==> config.mk <==
export PLATFORM = sky130hd
export DESIGN_NAME = pixel_writer
export DESIGN_NICKNAME = d
export VERILOG_FILES = /design/src/rtl/pixel_writer.sv
export SDC_FILE = /design/constraint.sdc
export NUM_CORES = 1
export LEC_CHECK = 0
export BUFFER_PORTS_ARGS = -buffer_cell sky130_fd_sc_hd__clkbuf_2
export CORE_MARGIN = 3
export CORE_UTILIZATION = 52
export CTS_CLUSTER_DIAMETER = 120
export DETAILED_ROUTE_END_ITERATION = 8
export PLACE_DENSITY = 0.85
export SLEW_MARGIN = 40
export SYNTH_ARGS = -nofsm -noshare
export SYNTH_HDL_FRONTEND = slang
export SYNTH_SLANG_ARGS = --single-unit
==> constraint.sdc <==
create_clock -name clk_in -period 2.93 [get_ports clk_in]
set_input_delay 0.1465 -clock clk_in [delete_from_list [all_inputs] [get_ports clk_in]]
set_output_delay 0.1465 -clock clk_in [all_outputs]
set_load 0.005 [all_outputs]
==> src/rtl/pixel_writer.sv <==
// Pixel writer: takes signed pixel coordinates from a rasterizer and turns them
// into framebuffer writes. It can optionally clear the framebuffer first, it
// drops out-of-bounds pixels, and it counts written and clipped pixels per frame.
module pixel_writer #(
    parameter int COORD_WIDTH = 32,
    parameter int H_RES       = 320,
    parameter int V_RES       = 180,
    parameter int COLOR_WIDTH = 8,
    parameter int ADDR_WIDTH  = $clog2(H_RES * V_RES)
) (
    input  logic                   clk_in,
    input  logic                   rst_in,
    input  logic                   start,
    input  logic                   clear_en,
    input  logic [COLOR_WIDTH-1:0] clear_color,
    input  logic [COORD_WIDTH-1:0] x,
    input  logic [COORD_WIDTH-1:0] y,
    input  logic [COLOR_WIDTH-1:0] color,
    input  logic                   drawing,
    input  logic                   raster_done,
    output logic [ADDR_WIDTH-1:0]  fb_addr,
    output logic [COLOR_WIDTH-1:0] fb_data,
    output logic                   fb_we,
    output logic                   ready,
    output logic                   busy,
    output logic                   frame_done,
    output logic [31:0]            pixels_written,
    output logic [31:0]            pixels_clipped
);

    typedef enum logic [1:0] {
        IDLE,
        CLEAR,
        ACCEPT,
        FLUSH
    } state_t;

    localparam logic [ADDR_WIDTH-1:0]         LAST_ADDR = ADDR_WIDTH'(H_RES * V_RES - 1);
    localparam logic [ADDR_WIDTH-1:0]         H_RES_A   = ADDR_WIDTH'(H_RES);
    localparam logic signed [COORD_WIDTH-1:0] X_LIM     = COORD_WIDTH'(H_RES);
    localparam logic signed [COORD_WIDTH-1:0] Y_LIM     = COORD_WIDTH'(V_RES);

    state_t                  state;
    logic                    in_bounds;
    logic [ADDR_WIDTH-1:0]   pixel_addr;

    // Signed bounds check: a set sign bit means the coordinate is negative
    // and therefore off-screen.
    always_comb begin
        in_bounds = !x[COORD_WIDTH-1] && ($signed(x) < X_LIM) &&
                    !y[COORD_WIDTH-1] && ($signed(y) < Y_LIM);
    end

    // Row-major address. In-bounds coordinates always fit in ADDR_WIDTH, so
    // truncating the inputs and the product does no harm.
    always_comb begin
        pixel_addr = y[ADDR_WIDTH-1:0] * H_RES_A + x[ADDR_WIDTH-1:0];
    end

    // Status flags are decoded directly from the state register.
    assign ready      = (state == ACCEPT);
    assign busy       = (state != IDLE);
    assign frame_done = (state == FLUSH);

    // Frame sequencer. The framebuffer write port and the counters are registered here.
    always_ff @(posedge clk_in or posedge rst_in) begin
        if (rst_in) begin
            state          <= IDLE;
            fb_we          <= 1'b0;
            fb_addr        <= '0;
            fb_data        <= '0;
            pixels_written <= '0;
            pixels_clipped <= '0;
        end else begin
            // No write unless a branch below issues one; addr/data hold.
            fb_we <= 1'b0;
            unique case (state)
                IDLE: begin
                    if (start) begin
                        pixels_written <= '0;
                        pixels_clipped <= '0;
                        if (clear_en) begin
                            // First clear write leaves on this same edge.
                            state   <= CLEAR;
                            fb_we   <= 1'b1;
                            fb_addr <= '0;
                            fb_data <= clear_color;
                        end else begin
                            state <= ACCEPT;
                        end
                    end
                end
                CLEAR: begin
                    // fb_data still holds the clear colour latched at start.
                    if (fb_addr == LAST_ADDR) begin
                        state <= ACCEPT;
                    end else begin
                        fb_we   <= 1'b1;
                        fb_addr <= fb_addr + ADDR_WIDTH'(1);
                    end
                end
                ACCEPT: begin
                    if (drawing) begin
                        if (in_bounds) begin
                            fb_we   <= 1'b1;
                            fb_addr <= pixel_addr;
                            fb_data <= color;
                            if (pixels_written != '1) begin
                                pixels_written <= pixels_written + 32'd1;
                            end
                        end else if (pixels_clipped != '1) begin
                            pixels_clipped <= pixels_clipped + 32'd1;
                        end
                    end
                    // A pixel that arrives with raster_done is still written above.
                    if (raster_done) begin
                        state <= FLUSH;
                    end
                end
                FLUSH: begin
                    state <= IDLE;
                end
                default: begin
                    state <= IDLE;
                end
            endcase
        end
    end

endmodule

==> flow_summary.ini <==
[outcome]
outcome = finished, final reports clean

[clock_tree]
h_tree_depth = 3
cts.sinks = 91
ctsRootBufferMaster = clkbuf_16
cts_tree = done
tritoncts.num_buffers = 9
clk_pin_slew_worst_paths_ns = 0.06
ctsLongestPathBuffers = 2
clk-insertion-delay-late_ns = 0.34

[power_and_ir_drop]
irDropWorstVdd_mv = 0.345
leakage_power_total_nw = 3.53
fin_total_pwr_mw = 4.81
power_per_cell_area_mw_per_mm2 = 646

[hold_path]
holdPathStages = 3
min-delay-path-class = primary input to register
worstHoldStart = x[5]
worstHoldEndpoint = fb_addr[5]

[global_route]
met3_usage_grt_pct = 5.34
globalRouteMet2Util_pct = 45.5
grt_first_pass_wirelength_um = 27600
antenna_found_initial = 0
track_usage_pct = 26.5
grt_start_max_net_pins = 92
first_global_vias = 5825
grt_util_met1_pct = 33.2
globalRoute.totalOverflow = 0
globalRoute.busiestLayer = met2

[worst_setup_path]
cp_data_required_time_ns = 3.17
timing.critical_path.from_type = primary input
end_kind = register
worstPathMaxFanout = 4
timing_worst_setup_path_type = primary input to register
worst-r2r-cell-count = 8
critical_path_arrival_ns = 2.98
r2r_slack_ns = 0.33
r2r-end = pixels_clipped[14]
critical_path.reg2reg.startpoint = pixels_clipped[0]

[die]
floorplan.rows = 38
die_outline_height_um = 112
die-area_mm2 = 0.0126
fp.dieW_um = 112
initial_cell_density_of_the_core_pct = 53.7
floorplan.io_pins = 178
fp.coreArea_mm2 = 0.0109

[drt]
detail-route-antenna-nets = 0
route.detailed.drc = 0
dr.first_iter.drc_count = 542
num_vias = 5994
avgViaCountPerCell = 5.96
detail_route.wl_per_cell_um = 16.8
drtPass1Iterations = 5
postRouteWirelength_um = 16900

[sta]
slew_headroom_pct = 50.4
report.final.hold_viol_count = 0
finalSetupViolations = 0
tightest_slew_ns = 0.741
rsz_0062_raised_after_global_routing = false
fin_worst_skew_ns = 0.00614
final.period_utilization_pct = 93.4
fmaxAchievable_mhz = 365
final_max_slew_viol_count = 0
period_needed_ns = 2.74

[layout]
regArea_mm2 = 0.00228
total_area_of_multi_input_combinational_cells_mm2 = 0.00344
layout-drive-gt1-share_pct = 27.9
fin_nets = 981
finish.utilization_pct = 68.2
relative_area_change_from_synthesis_to_final_layout_pct = 27.0
antenna-diode-count = 0
n_fill_cell = 909

[place]
hpwl_um = 12300
place.gp.congestion = 0.882
place.port_buffers = 177

[job]
maxCapViolations = 0

[synthesis]
synth.cell_area_mm2 = 0.00587
ys_seq_elements = 91
mappedNetlistNets = 787
ys_async_sr_fraction_pct = 100
synth_largest_area_cell = dfrtp_1
ys_types = 62
yosysWarningCount = 0
netlist_top_cells_area = dfrtp_1 (39%), ha_1 (6.4%), xor2_1 (5.5%)
syn_avg_cell_area_um2 = 8.78
synth_cells = 669
synth-seq-area-share_pct = 38.8
synth-main-ff-cell = dfrtp_1
area_share_of_the_largest_cell_type_after_synthesis_pct = 38.8
synth-edff-count = 0
-- cell families after synthesis --
logic type,synth area share [%]
multiplexers,1.73
AND/OR/NAND/NOR,26.2
flip-flops,38.8
XOR/XNOR,8.35
AO/OA/AOI/OAI,14.1
buffers and inverters,3.73
adder cells (fa/ha/maj),7.08
-- critical path, stage by stage --
cell and delay (ns):
clkbuf_2 0.12, ha_4 0.24, ha_2 0.19, fa_1 0.56, ha_4 0.22, nand3_1 0.06, o211ai_1 0.14, o41ai_2 0.42
o21ai_1 0.12, xnor2_1 0.14, or4b_4 0.51, o211ai_1 0.11
-- how the worst max path moves through the flow --
stage | startpoint | to | slack, ns | cells after the start
6_report | y[1] | fb_addr[15] | 0.19 | 12
3_3_place_gp | y[1] | fb_addr[15] | -0.18 | 12
3_5_place_dp | y[2] | fb_addr[15] | -0.31 | 14
5_1_grt | fb_addr[1] | fb_addr[12] | 0.02 | 8
4_1_cts | y[2] | fb_addr[15] | 0.04 | 14
2_1_floorplan | y[1] | fb_addr[15] | 0.003 | 11
-- per-layer routing --
metal | vias up | wire length [µm] | part of all wire [%]
met2 | 269 | 8460 | 50
met5 | - | 0 | 0
met4 | 0 | 365 | 2.2
li1 | 2841 | - | -
met1 | 2854 | 6890 | 41
met3 | 30 | 1230 | 7.2
-- final cells by class --
class	instances	share of cell area, %
clock inverters	2	0.806
flip-flops and latches	91	30.6
clock buffers	12	3.44
well taps	140	2.35
repair buffers	209	15.3
multi-input cells	526	46.2
inverters	26	1.33
-- power breakdown --
part / internal, mW / switching, mW / total, mW
Clock: 0.785 / 0.469 / 1.25
Sequential: 1.42 / 0.166 / 1.59
Combinational: 0.769 / 1.20 / 1.97
Total: 2.97 / 1.84 / 4.81
-- sequential cells by signal, indices dropped and copies added (netlist names) --
name and cells:
fb_addr 16, pixels_written 32, pixels_clipped 32, fb_we 1, state 2, fb_data 8
-- cells in the mapped netlist, types with 10 or more instances --
cell type,instances
xor2_1,37
nor2_1,72
o21ai_0,46
and3_1,15
or4_1,11
or3_1,10
nand2_1,48
inv_1,25
ha_1,30
nand4_1,38
nor4_1,16
nand3_1,39
clkbuf_1,18
nor3_1,15
a21oi_1,37
xnor2_1,19
dfrtp_1,91
-- cells in the final DEF, fill, tap and decap left out, drive strengths merged, types with 3 or more instances in the layout --
cell type | synthesis | layout
o21bai | 3 | 3
xor2 | 37 | 37
xnor2 | 19 | 19
or3 | 10 | 10
clkbuf | 18 | 189
dfrtp | 91 | 91
a32oi | 7 | 7
nand2 | 48 | 48
inv | 26 | 25
nand3 | 40 | 40
o31ai | 4 | 4
and2 | 5 | 5
mux2i | 9 | 9
nor2 | 72 | 72
o21a | 3 | 3
buf | 8 | 31
nor4 | 17 | 17
a211oi | 3 | 3
o21ai | 46 | 46
nor3b | 4 | 4
o211ai | 8 | 8
and4 | 5 | 5
nor2b | 6 | 6
and3 | 16 | 16
nand4 | 39 | 39
a31oi | 6 | 6
or4 | 11 | 11
nor3 | 15 | 15
ha | 30 | 30
a21oi | 37 | 37
-- per-stage QoR --
step	instances	hold slack [ns]	cell area [µm²]	setup WS, ns	TNS [ns]
final	1006	0.0872	7450	0.193	0
after global routing	1006	0.103	7450	0.0206	0
after CTS	1005	0.0866	7410	0.0418	0
after detailed placement	990	0.287	7080	-0.308	-0.308
after global placement	990	0.279	7080	-0.182	-0.182
after floorplan	669	0.325	5890	0.00342	0
-- what timing repair did --
item / in CTS / in global routing
gates resized for setup: 0 / 6
endpoints found under the hold margin: 91 / 0
hold buffers: 1 / 0
setup buffers: 0 / 1
setup endpoints to repair: 0 / 1
Power figures use the tool's default switching activity.
